$ cat config.mk
export PLATFORM = sky130hd
export DESIGN_NAME = mem_access_unit
export DESIGN_NICKNAME = d
export VERILOG_FILES = /design/src/rtl/mem_access_unit.sv
export SDC_FILE = /design/constraint.sdc
export NUM_CORES = 1
export LEC_CHECK = 0
export BUFFER_PORTS_ARGS = -buffer_cell sky130_fd_sc_hd__buf_2
export CAP_MARGIN = 20
export CORE_ASPECT_RATIO = 0.8
export CORE_MARGIN = 3
export CORE_UTILIZATION = 46
export CTS_CLUSTER_DIAMETER = 120
export CTS_CLUSTER_SIZE = 28
export DETAILED_ROUTE_END_ITERATION = 8
export PLACE_DENSITY = 0.78
export SYNTH_ARGS = -nofsm -noshare
export SYNTH_HDL_FRONTEND = slang
export SYNTH_SLANG_ARGS = --single-unit
$ cat constraint.sdc
create_clock -name clk -period 1.7 [get_ports clk]
set_input_delay 0.51 -clock clk [delete_from_list [all_inputs] [get_ports clk]]
set_output_delay 0.51 -clock clk [all_outputs]
set_load 0.02 [all_outputs]
$ cat src/rtl/mem_access_unit.sv
// Load/store front-end to a word-organised SRAM with sub-word read-modify-write.
// Define MEM_ACCESS_STATS_EN to build the saturating load/store/error counters.
module mem_access_unit #(
    parameter int addr_width = 16,
    parameter int data_width = 32
) (
    input  logic                  clk,
    input  logic                  rst,
    input  logic                  req_valid,
    output logic                  req_ready,
    input  logic                  req_we,
    input  logic [1:0]            req_size,
    input  logic                  req_signed,
    input  logic [addr_width+1:0] req_addr,
    input  logic [data_width-1:0] req_wdata,
    output logic                  resp_valid,
    output logic [data_width-1:0] resp_rdata,
    output logic                  resp_err,
    output logic                  mem_en,
    output logic                  mem_we,
    output logic [addr_width-1:0] mem_addr,
    output logic [data_width-1:0] mem_wr_data,
    input  logic [data_width-1:0] mem_data,
    output logic [15:0]           stat_loads,
    output logic [15:0]           stat_stores,
    output logic [15:0]           stat_errs
);

    localparam logic [2:0] S_IDLE  = 3'd0;
    localparam logic [2:0] S_LOAD  = 3'd1;
    localparam logic [2:0] S_MERGE = 3'd2;
    localparam logic [2:0] S_STORE = 3'd3;
    localparam logic [2:0] S_ERR   = 3'd4;
    localparam logic [2:0] S_RESP  = 3'd5;

    logic [2:0]            state;
    logic [1:0]            size_q;
    logic                  signed_q;
    logic [addr_width+1:0] addr_q;
    logic [15:0]           wdata_q;
    logic [data_width-1:0] wr_word;

    logic                  req_illegal;
    logic [7:0]            ld_byte;
    logic [15:0]           ld_half;
    logic [data_width-1:0] ld_ext;
    logic [data_width-1:0] merged;

    always_comb begin
        req_illegal = (req_size == 2'b11) ||
                      (req_size == 2'b01 && req_addr[0]) ||
                      (req_size == 2'b10 && req_addr[1:0] != 2'b00);
    end

    always_comb begin
        case (addr_q[1:0])
            2'd0:    ld_byte = mem_data[7:0];
            2'd1:    ld_byte = mem_data[15:8];
            2'd2:    ld_byte = mem_data[23:16];
            default: ld_byte = mem_data[31:24];
        endcase
        ld_half = addr_q[1] ? mem_data[31:16] : mem_data[15:0];
        case (size_q)
            2'b00:   ld_ext = {{24{signed_q & ld_byte[7]}}, ld_byte};
            2'b01:   ld_ext = {{16{signed_q & ld_half[15]}}, ld_half};
            default: ld_ext = mem_data;
        endcase
    end

    // Sub-word store: replace only the addressed lane(s) of the current word.
    always_comb begin
        merged = mem_data;
        if (size_q == 2'b00) begin
            case (addr_q[1:0])
                2'd0:    merged[7:0]   = wdata_q[7:0];
                2'd1:    merged[15:8]  = wdata_q[7:0];
                2'd2:    merged[23:16] = wdata_q[7:0];
                default: merged[31:24] = wdata_q[7:0];
            endcase
        end else if (addr_q[1]) begin
            merged[31:16] = wdata_q;
        end else begin
            merged[15:0] = wdata_q;
        end
    end

    always_ff @(posedge clk) begin
        if (rst) begin
            state      <= S_IDLE;
            size_q     <= 2'b00;
            signed_q   <= 1'b0;
            addr_q     <= '0;
            wdata_q    <= '0;
            wr_word    <= '0;
            resp_rdata <= '0;
            resp_err   <= 1'b0;
        end else begin
            case (state)
                S_IDLE: begin
                    if (req_valid) begin
                        size_q   <= req_size;
                        signed_q <= req_signed;
                        addr_q   <= req_addr;
                        wdata_q  <= req_wdata[15:0];
                        if (req_illegal) begin
                            state <= S_ERR;
                        end else if (!req_we) begin
                            state <= S_LOAD;
                        end else if (req_size == 2'b10) begin
                            wr_word <= req_wdata;
                            state   <= S_STORE;
                        end else begin
                            state <= S_MERGE;
                        end
                    end
                end
                S_LOAD: begin
                    resp_rdata <= ld_ext;
                    resp_err   <= 1'b0;
                    state      <= S_RESP;
                end
                S_MERGE: begin
                    wr_word <= merged;
                    state   <= S_STORE;
                end
                S_STORE: begin
                    resp_rdata <= '0;
                    resp_err   <= 1'b0;
                    state      <= S_RESP;
                end
                S_ERR: begin
                    resp_rdata <= '0;
                    resp_err   <= 1'b1;
                    state      <= S_RESP;
                end
                default: state <= S_IDLE;
            endcase
        end
    end

    assign req_ready  = (state == S_IDLE);
    assign resp_valid = (state == S_RESP);

    // Write is gated by rst so an in-flight store cannot land during reset.
    assign mem_en      = (state == S_LOAD) || (state == S_MERGE) || (state == S_STORE);
    assign mem_we      = (state == S_STORE) && !rst;
    assign mem_addr    = mem_en ? addr_q[addr_width+1:2] : '0;
    assign mem_wr_data = (state == S_STORE) ? wr_word : '0;

`ifdef MEM_ACCESS_STATS_EN
    logic        we_q;
    logic [15:0] loads_q;
    logic [15:0] stores_q;
    logic [15:0] errs_q;

    always_ff @(posedge clk) begin
        if (rst) begin
            we_q     <= 1'b0;
            loads_q  <= '0;
            stores_q <= '0;
            errs_q   <= '0;
        end else begin
            if (state == S_IDLE && req_valid) begin
                we_q <= req_we;
            end
            if (state == S_RESP) begin
                if (resp_err) begin
                    if (errs_q != 16'hFFFF) errs_q <= errs_q + 16'd1;
                end else if (we_q) begin
                    if (stores_q != 16'hFFFF) stores_q <= stores_q + 16'd1;
                end else begin
                    if (loads_q != 16'hFFFF) loads_q <= loads_q + 16'd1;
                end
            end
        end
    end

    assign stat_loads  = loads_q;
    assign stat_stores = stores_q;
    assign stat_errs   = errs_q;
`else
    assign stat_loads  = '0;
    assign stat_stores = '0;
    assign stat_errs   = '0;
`endif

endmodule

==> results.txt <==
First-pass iteration count of the detailed router: 6
Synth cell types: 49
DR vias: 6,629
Fmax: 0.513 GHz
Maximum fanout along the worst path: 7
Worst-Skew Late Latency: 360 ps
Initial antenna violation count: 0
Failing checks: setup timing
Mux contribution to synthesized area: 3.65%
Post-Synth Simple-Gate Area: 23.2%
Total GRT Usage: 26.4%
CP bufs+invs: 3
Post-synth ARST share: 0%
Yosys warns: 0
Layout cell share with drive strength beyond 1: 41.9%
Largest net degree at the start of global routing: 38
Hold slack: 391 ps
# clock sinks: 105
Die Area: 14,700 µm²
Register-to-Register Setup Slack: -90 ps
Post-route clock period utilization: 115%
Worst EP arrival: 1440 ps
Share of Yosys cell area claimed by the top area cell type: 34.4%
Synth Instances: 757
Met2 Use GR: 42.8%
Antenna Violating Nets Remaining: 0
PD cells: 860 nW/µm²
Final Worst Setup Slack: -248 ps
CTS tree: yes
# H-tree levels: 3
Post-synthesis cell area: 6100 µm²
FF+latch count, synth: 105
Die Ht: 109 µm
GR peak layer: met2
Mean Syn Cell Area: 8.06 µm²
CP Launch Type: flip-flop
Ranking of synthesized cells by area: dfxtp_1 34%, buf_4 7.1%, nand2_1 6.8%
Met3 usage: 7.20%
Post-synthesis xor/xnor area fraction: 0%
Max VDD drop: 0.614 mV
Die width: 135 µm
Worst setup EP type: primary output
Status: finished with violations
Final clock skew: 11.9 ps
Area grow syn2layout: 41.7%
Hold_buf cts: 0
Ys flop type: dfxtp_1
Hold Crit Class: in2reg
Critical path class: reg2out
CP delay by family, top: flip-flops
Leakage power: 0.00370 µW
Root Buffer: clkbuf_16
Final hold vios: 0
Drc violations: 0
RSZ-0062 raised after global routing: true
Sequential element share of the synthesized area: 34.4%
I/O pin count: 222
Row count: 36
First DRT Iteration DRCs: 761
Post-synthesis compound-gate area fraction: 26.3%
Final-report setup violation count: 70
Slowest stage delay, CP: 370 ps
Post-route minimum period: 1950 ps
Req. time, crit path: 1190 ps
GP Congestion: 0.957
EDFF count, synth: 0
Port Buffers: 173
Layout Nets: 1,040
Diode count: 0
Detailed placement HPWL: 14.6 mm
Vias in the first global route: 5,761
Wire per inst: 19.8 µm
Max clock buf depth: 2
Clock-pin slew on the worst setup and hold paths: 70 ps
Post-Synth Adder-Cell Area: 0%
Via/cell ratio: 5.88
Total CTS buffers: 9
Final WL: 22.3 mm
Non-filler cells, final: 1,127
Synth area leader: dfxtp_1
Dpl cells: 1,081
GRT overflow: 0
First-pass GRT wire length: 30.7 mm
Most frequent cells in the layout: 121 x buf_2, 110 x nand2_1, 101 x dfxtp_1, 61 x a21oi_1, 60 x buf_4
Initial core utilization: 48.6%
Most common cell after layout, fill and taps aside: buf_2
Routing usage on met1: 34.7%
Largest family of logic cells by synthesized area: compound AO/OA/AOI/OAI gates
Crit path cell chain: buf_12 -> nor2_4 -> nor2_4 -> buf_6 -> and2_4 -> buf_6
Core ar.: 12,600 µm²
Placement Setup Slack: -167 ps
Slew Limit Fails: 0
Max-cap violations: 0
Slowest cell on crit path: dfxtp_4
[flip-flops by register name, indices dropped and copies added (netlist names)]
| register | flops |
|---|---|
| wdata_q | 16 |
| resp_rdata | 32 |
| size_q | 2 |
| addr_q | 18 |
| wr_word | 32 |
| resp_err | 1 |
| state | 3 |
| signed_q | 1 |
[synth_stat cells, types with 2 or more instances]
| cell type | number |
|---|---|
| a21oi_1 | 65 |
| nor3_2 | 2 |
| or2_2 | 9 |
| buf_4 | 58 |
| o41ai_2 | 8 |
| nand2_1 | 110 |
| a211oi_1 | 19 |
| and2_1 | 17 |
| nor3_1 | 20 |
| o21a_1 | 2 |
| nand3_1 | 8 |
| inv_1 | 10 |
| nor3b_2 | 2 |
| a211oi_2 | 6 |
| mux2i_1 | 2 |
| mux4_2 | 9 |
| o21ai_0 | 27 |
| a221oi_1 | 2 |
| nor2b_1 | 33 |
| o221ai_1 | 25 |
| a21boi_0 | 6 |
| a22o_1 | 8 |
| clkbuf_1 | 37 |
| a21boi_1 | 4 |
| nand4b_1 | 9 |
| nor2_1 | 22 |
| dfxtp_1 | 105 |
| o21ai_1 | 24 |
| o22ai_1 | 12 |
| and3_1 | 34 |
| o31ai_1 | 15 |
| buf_2 | 24 |
| or3b_1 | 2 |
| a221o_1 | 5 |
| buf_6 | 2 |
[repair_timing]
item,4_1_cts,5_1_grt
gates cloned,3,8
resized for setup,87,141
endpoints found under the setup margin,62,91
hold endpoints to repair,0,0
setup buffers,3,17
pin swaps,8,44
[per-stage QoR]
| step | area, µm² | util [%] | setup TNS [ps] | power, µW |
|---|---|---|---|---|
| after floorplan | 6310 | - | -31.8 | 4250 |
| after global placement | 7230 | 57.5 | -799 | 4870 |
| after detailed placement | 7230 | 57.5 | -2180 | 4900 |
| after CTS | 7900 | 62.9 | -10270 | 7040 |
| after global routing | 8650 | 68.8 | -14400 | 7740 |
| final | 8650 | 68.8 | -10910 | 7440 |
[worst paths after layout]
check / end / depth (start not counted) / start
hold reg to reg: wdata_q[9]$_SDFFE_PP0P_ / 2 / wdata_q[9]$_SDFFE_PP0P_
setup / recovery: mem_addr[9] / 6 / state[0]$_SDFFE_PP0P_
hold / removal: addr_q[3]$_SDFFE_PP0P_ / 3 / req_addr[3]
setup reg to reg: wr_word[12]$_SDFFE_PP0P_ / 8 / state[2]$_SDFFE_PP0P_
[per-layer routing]
metal	up-vias	wire length, µm	part of all wire [%]
met1	3091	8510	38
met3	66	2640	12
met2	452	10400	47
met5	-	0	0
met4	0	669	3.0
li1	3020	-	-
[report_power, final]
part | switching (µW) | internal (µW)
Combinational | 1490 | 1070
Sequential | 164 | 2670
Clock | 1020 | 1020
[layout make-up]
type / count / area [µm²]
multi-input cells: 567 / 3830
inverters: 11 / 46.3
well taps: 171 / 214
clock inverters: 7 / 63.8
clock buffers: 9 / 225
fillers: 967 / 3920
repair buffers: 257 / 2150
flip-flops and latches: 105 / 2110
[cell families after synthesis]
group,count (synthesis)
buffers and inverters,132
and+or+nand+nor,275
other,1
AOI/OAI and AO/OA,233
muxes,11
DFF,105
[worst reg2reg max path, cell delays in order, from the launching register on]
cell and delay [ps]:
dfxtp_4 380, buf_6 130, buf_6 120, nor3b_4 180, buf_6 170, buf_4 170
buf_16 170, o221ai_1 170, a211oi_2 230
Power figures use the tool's default switching activity.
